File: src/rtl/ram_loader_pkg.sv
// ram_loader_pkg: shared states and widths for the RAM program loader (VERIFY only with RAM_LOADER_VERIFY_EN).
package ram_loader_pkg;
  typedef enum logic [2:0] {
    IDLE,
    LOAD,
    FLUSH,
`ifdef RAM_LOADER_VERIFY_EN
    VERIFY,
`endif
    DONE
  } loader_state_e;
  localparam int LEN_W = 5;
  localparam int CKSUM_W = 8;
  localparam int RAM_ADDR_BITS = 4;
endpackage

File: src/rtl/ram_loader_checksum_acc.sv
// checksum_acc: modulo-2^W running sum with synchronous clear.
module checksum_acc
  import ram_loader_pkg::*;
#(
  parameter int W = CKSUM_W
) (
  input  logic         clk,
  input  logic         rst,
  input  logic         clr,
  input  logic         en,
  input  logic [W-1:0] d,
  output logic [W-1:0] sum
);
  always_ff @(posedge clk or posedge rst)
    if (rst) sum <= '0;
    else if (clr) sum <= '0;
    else if (en) sum <= sum + d;
endmodule

File: src/rtl/ram_loader.sv
// ram_loader: streams words into the RAM from address 0, halting the CPU; RAM_LOADER_VERIFY_EN adds checksum read-back.
module ram_loader
  import ram_loader_pkg::*;
#(
  parameter int DATA_WIDTH = 8,
  parameter int MEM_SIZE = 16
) (
  input  logic                  i_clk,
  input  logic                  i_rst,
  input  logic                  i_start,
  input  logic [LEN_W-1:0]      i_len,
  input  logic                  i_valid,
  input  logic [DATA_WIDTH-1:0] i_data,
  output logic                  o_ready,
  output logic                  o_we,
  output logic [DATA_WIDTH-1:0] o_addr,
  output logic [DATA_WIDTH-1:0] o_bus_data,
  output logic                  o_jmp,
  input  logic [DATA_WIDTH-1:0] i_ram_data,
  output logic                  o_cpu_halt,
  output logic                  o_busy,
  output logic                  o_done,
  output logic                  o_err
);
  loader_state_e state, next;
  logic [LEN_W-1:0] len, cnt;
  logic [CKSUM_W-1:0] wr_sum;
  logic legal, hs, last_wr, start_ok;
  assign legal = (i_len != '0) && (i_len <= LEN_W'(MEM_SIZE));
  assign o_ready = state == LOAD;
  assign hs = i_valid & o_ready;
  assign last_wr = cnt == len - 1'b1;
  assign start_ok = state == IDLE && i_start && legal;
  assign o_busy = state != IDLE;
  assign o_cpu_halt = o_busy;
  assign o_done = state == DONE;
  assign o_jmp = 1'b0;
  checksum_acc #(.W(CKSUM_W)) u_wr_sum (
    .clk(i_clk), .rst(i_rst), .clr(start_ok), .en(hs), .d(CKSUM_W'(i_data)), .sum(wr_sum)
  );
`ifdef RAM_LOADER_VERIFY_EN
  logic [CKSUM_W-1:0] rd_sum;
  logic rd_last;
  assign rd_last = LEN_W'(o_addr[RAM_ADDR_BITS-1:0]) == len - 1'b1;
  checksum_acc #(.W(CKSUM_W)) u_rd_sum (
    .clk(i_clk), .rst(i_rst), .clr(start_ok), .en(state == VERIFY), .d(CKSUM_W'(i_ram_data)), .sum(rd_sum)
  );
`else
  logic unused_rd;
  assign unused_rd = ^{i_ram_data, wr_sum};
`endif
  always_ff @(posedge i_clk or posedge i_rst)
    if (i_rst) state <= IDLE;
    else state <= next;
  always_comb begin
    next = state;
    case (state)
      IDLE:   next = i_start ? (legal ? LOAD : DONE) : IDLE;
      LOAD:   next = (hs && last_wr) ? FLUSH : LOAD;
`ifdef RAM_LOADER_VERIFY_EN
      FLUSH:  next = VERIFY;
      VERIFY: next = rd_last ? DONE : VERIFY;
`else
      FLUSH:  next = DONE;
`endif
      DONE:   next = IDLE;
      default: next = IDLE;
    endcase
  end
  always_ff @(posedge i_clk or posedge i_rst)
    if (i_rst) begin
      len <= '0;
      cnt <= '0;
      o_we <= 1'b0;
      o_addr <= '0;
      o_bus_data <= '0;
      o_err <= 1'b0;
    end else begin
      o_we <= hs;
      o_bus_data <= hs ? i_data : '0;
`ifdef RAM_LOADER_VERIFY_EN
      o_addr <= hs ? DATA_WIDTH'(cnt[RAM_ADDR_BITS-1:0]) :
                (state == VERIFY && !rd_last) ? o_addr + 1'b1 : '0;
`else
      o_addr <= hs ? DATA_WIDTH'(cnt[RAM_ADDR_BITS-1:0]) : '0;
`endif
      if (state == IDLE && i_start) begin
        len <= i_len;
        cnt <= '0;
        o_err <= !legal;
      end else if (hs) cnt <= cnt + 1'b1;
`ifdef RAM_LOADER_VERIFY_EN
      // Last read is still on i_ram_data, so it is folded in here rather than via rd_sum.
      if (state == VERIFY && rd_last && CKSUM_W'(rd_sum + CKSUM_W'(i_ram_data)) != wr_sum) o_err <= 1'b1;
`endif
    end
endmodule

File: config.mk
export PLATFORM = sky130hd
export DESIGN_NAME = ram_loader
export DESIGN_NICKNAME = d
export VERILOG_FILES = /design/src/rtl/ram_loader_pkg.sv /design/src/rtl/ram_loader_checksum_acc.sv /design/src/rtl/ram_loader.sv
export SDC_FILE = /design/constraint.sdc
export NUM_CORES = 1
export LEC_CHECK = 0
export CAP_MARGIN = 20
export CELL_PAD_IN_SITES_DETAIL_PLACEMENT = 1
export CELL_PAD_IN_SITES_GLOBAL_PLACEMENT = 1
export CORE_UTILIZATION = 34
export DETAILED_ROUTE_END_ITERATION = 6
export HOLD_SLACK_MARGIN = 0.08
export PLACE_DENSITY = 0.92
export SYNTH_ARGS = -nofsm -noshare
export SYNTH_HDL_FRONTEND = slang
export SYNTH_SLANG_ARGS = --single-unit
File: constraint.sdc
create_clock -name i_clk -period 2.5 [get_ports i_clk]
set_input_delay 0.5 -clock i_clk [delete_from_list [all_inputs] [get_ports i_clk]]
set_output_delay 0.5 -clock i_clk [all_outputs]
set_load 0.02 [all_outputs]
==> summary.txt <==
Outcome
  • Status: completed

Synth
  • Avg Inst Size Synth: 11.6 sq um
  • Synth cell types: 32
  • Multiplexer share of the synthesized area: 4.70%
  • #FFs+latches synth: 26
  • Gate Count Post-Synth: 101
  • Compound-cell area share of the yosys netlist: 4.70%
  • Top post-synthesis cells by area: dfrtp_1, and2_1, xor2_1, buf_4, xnor2_1
  • Post-Synth Simple-Gate Area: 16.9%
  • Post-Synth Adder-Cell Area: 2.14%
  • Register area share after synthesis: 55.6%
  • Cell Area, Synth: 1170 sq um
  • Dominant cell type by area after synthesis: dfrtp_1
  • Synthesis warning total: 0
  • Yosys top cell area share: 55.6%
  • Combinational family with the most area after synthesis: simple AND/OR/NAND/NOR gates
  • Post-synthesis xor/xnor area fraction: 8.23%

Pwr
  • Sequential power share: 43.5%
  • Combinational share of power: 45.1%
  • Leakage power of the design: 0.683 nW
  • Worst vdd ir: 0.291 mV
  • Sw power: 0.000590 W
  • Switch share: 37.9%
  • Internal power: 0.000965 W
  • Power Dens Cells: 1010 nW/um^2
  • Clk pwr share: 11.4%
  • Power, Total: 0.00156 W

CTS
  • CTS Buf Count: 3
  • TritonCTS Sinks: 26
  • Root buf cell: clkbuf_4
  • CTS resizes: 0
  • Cts hold-fix bufs: 0
  • Clock buffer depth: 2
  • CTS tree: built
  • Setup bufs post-CTS: 0
  • CTS clk-pin slew, worst paths: 0.13 ns
  • H-Tree Level Count: 1
  • Clk Latency, worst-skew pair: 0.32 ns

GRT
  • Antenna violations before repair: 0
  • Pin count of the biggest net entering global routing: 27
  • Vias in the first global route: 846
  • GRT Util Overall: 15.1%
  • Remaining global-route overflow: 0
  • Global-route wire length before repair: 3940 um

Final layout
  • Most common cell after layout, fill and taps aside: clkdlybuf4s50_1
  • Fill cells: 358
  • Multi-input gate area: 448 sq um
  • Nets: 163
  • Fin util: 49.0%
  • Commonest cells after routing, fill and taps aside: clkdlybuf4s50_1, dfrtp_1, and2_1, xor2_1, nor2_1
  • Share of post-route cells with drive strength above 1: 9.70%
  • Ant. Diodes: 0
  • Area delta synth->final: 32.1%
  • FF/Latch Area: 651 sq um

Drt
  • Total routed wirelength: 2470 um
  • Vias per inst: 4.66
  • First-pass detailed-route iteration total: 2
  • Routed WL per cell: 13.8 um
  • Routed vias: 829
  • Initial drt markers: 6
  • Final ANT Viol Nets: 0
  • Residual DRC count: 0

Setup path
  • Critical setup path kind: reg -> out
  • Crit-path max FO: 5
  • Critical Path Start Type: flip-flop
  • Reg2reg path depth: 6
  • R2R setup slack: 0.77 ns
  • WP data required: 2.00 ns
  • CP Capture Type: primary output
  • Critical path arrival: 1.66 ns
  • R2r startpoint: len[0]
  • Critical R2R Capture: state[1]

Place
  • Port bufs: 34
  • DP HPWL: 1920 um
  • Pre-CTS setup slack: 0.440 ns
  • Placer Congestion: 0.776

Timing
  • Final min period: 2.16 ns
  • Fmax: 464 MHz
  • Final worst setup slack: 0.343 ns
  • Period utilisation layout: 86.3%
  • Slew headroom: 63.0%
  • Final Max Tran Viols: 0
  • Unrepaired setup endpoints after global routing: false
  • Setup_tns: 0 ns
  • Least-Margin Pin Slew: 0.554 ns
  • Final count of hold timing violations: 0
  • Post-Route Skew: 0.00257 ns
  • # setup viols final: 0

Floorplan
  • Die Wd: 60.7 um
  • Die Y-Extent: 60.7 um
  • Core area: 3150 sq um
  • Full die area: 3680 sq um
  • Initial Utilization: 37.1%
  • Top-level port count: 48
  • Site row count: 20

Run
  • Maxcap violations: 0

Hold path
  • Hold crit path type: in -> async
==> cell usage after synthesis (all sizes together) <==
library cell,instances
nor3,2
mux2,4
xor2,7
dfrtp,26
nand4,3
ha,2
conb,1
o21bai,1
xnor2,4
buf,9
a21oi,1
nor2,8
nor2b,1
inv,4
nor4,1
or2,1
nand3,2
a221o,1
mux2i,1
a211oi,1
and2,13
o21ba,1
o21ai,2
clkbuf,1
nand2,3
and3b,1
==> cell type report <==
cell class | instances | area share (%)
Multi-Input combinational cell | 65 | 29.0
Timing Repair Buffer | 36 | 23.0
Inverter | 4 | 0.971
Sequential cell | 26 | 42.1
Clock buffer | 3 | 1.46
Tap cell | 44 | 3.56
==> worst max-delay path, stage by stage, from the launching register on <==
cell	delay, ns
dfrtp_1	0.43
or2_2	0.35
clkdlybuf4s50_1	0.55
==> state kept, by name, indices dropped and copies added (netlist names) <==
register and cells:
o_bus_data 8, cnt 5, len 5, o_addr 4, state 2, o_err 1
o_we 1
==> metal layers <==
| layer | routed length, um | up-vias | track usage [%] |
|---|---|---|---|
| met3 | 84 | 7 | 1.28 |
| met1 | 1070 | 415 | 18.4 |
| met2 | 1230 | 27 | 25.9 |
| li1 | - | 380 | - |
| met4 | 81 | 0 | 9.09 |
| met5 | 0 | - | 0 |
==> power groups by stage <==
| stage | clock, W | combinational (W) | sequential, W |
|---|---|---|---|
| after floorplan | 0 | 0.000439 | 0.000710 |
| after global placement | 0 | 0.000664 | 0.000671 |
| after detailed placement | 0 | 0.000709 | 0.000688 |
| after CTS | 0.000182 | 0.000713 | 0.000678 |
| after global routing | 0.000195 | 0.000763 | 0.000698 |
| final | 0.000177 | 0.000702 | 0.000676 |
==> logic make-up after synthesis <==
| group | count (synthesis) |
|---|---|
| muxes | 5 |
| xor gates and xnor gates | 11 |
| buffers and inverters | 14 |
| adders and majority gates | 2 |
| other | 1 |
| DFF | 26 |
| AOI/OAI and AO/OA | 7 |
| and+or+nand+nor | 35 |
==> worst max-delay path by stage <==
| stage | from | to | slack (ns) | depth (start not counted) |
|---|---|---|---|---|
| 2_1_floorplan | len[0] | state[1] | 0.96 | 6 |
| 3_3_place_gp | i_start | len[4] | 0.49 | 4 |
| 3_5_place_dp | i_start | len[3] | 0.44 | 4 |
| 4_1_cts | state[0] | o_busy | 0.32 | 2 |
| 5_1_grt | state[0] | o_cpu_halt | 0.29 | 2 |
| 6_report | state[0] | o_busy | 0.34 | 2 |
==> stage by stage <==
step	std cells	hold slack (ns)	instance area, sq um
6_report	178	0.524	1550
5_1_grt	178	0.540	1550
4_1_cts	178	0.528	1550
3_5_place_dp	175	0.497	1520
3_3_place_gp	175	0.483	1520
2_1_floorplan	105	0.463	1190
Note: power is estimated with default switching activity, not from simulation.
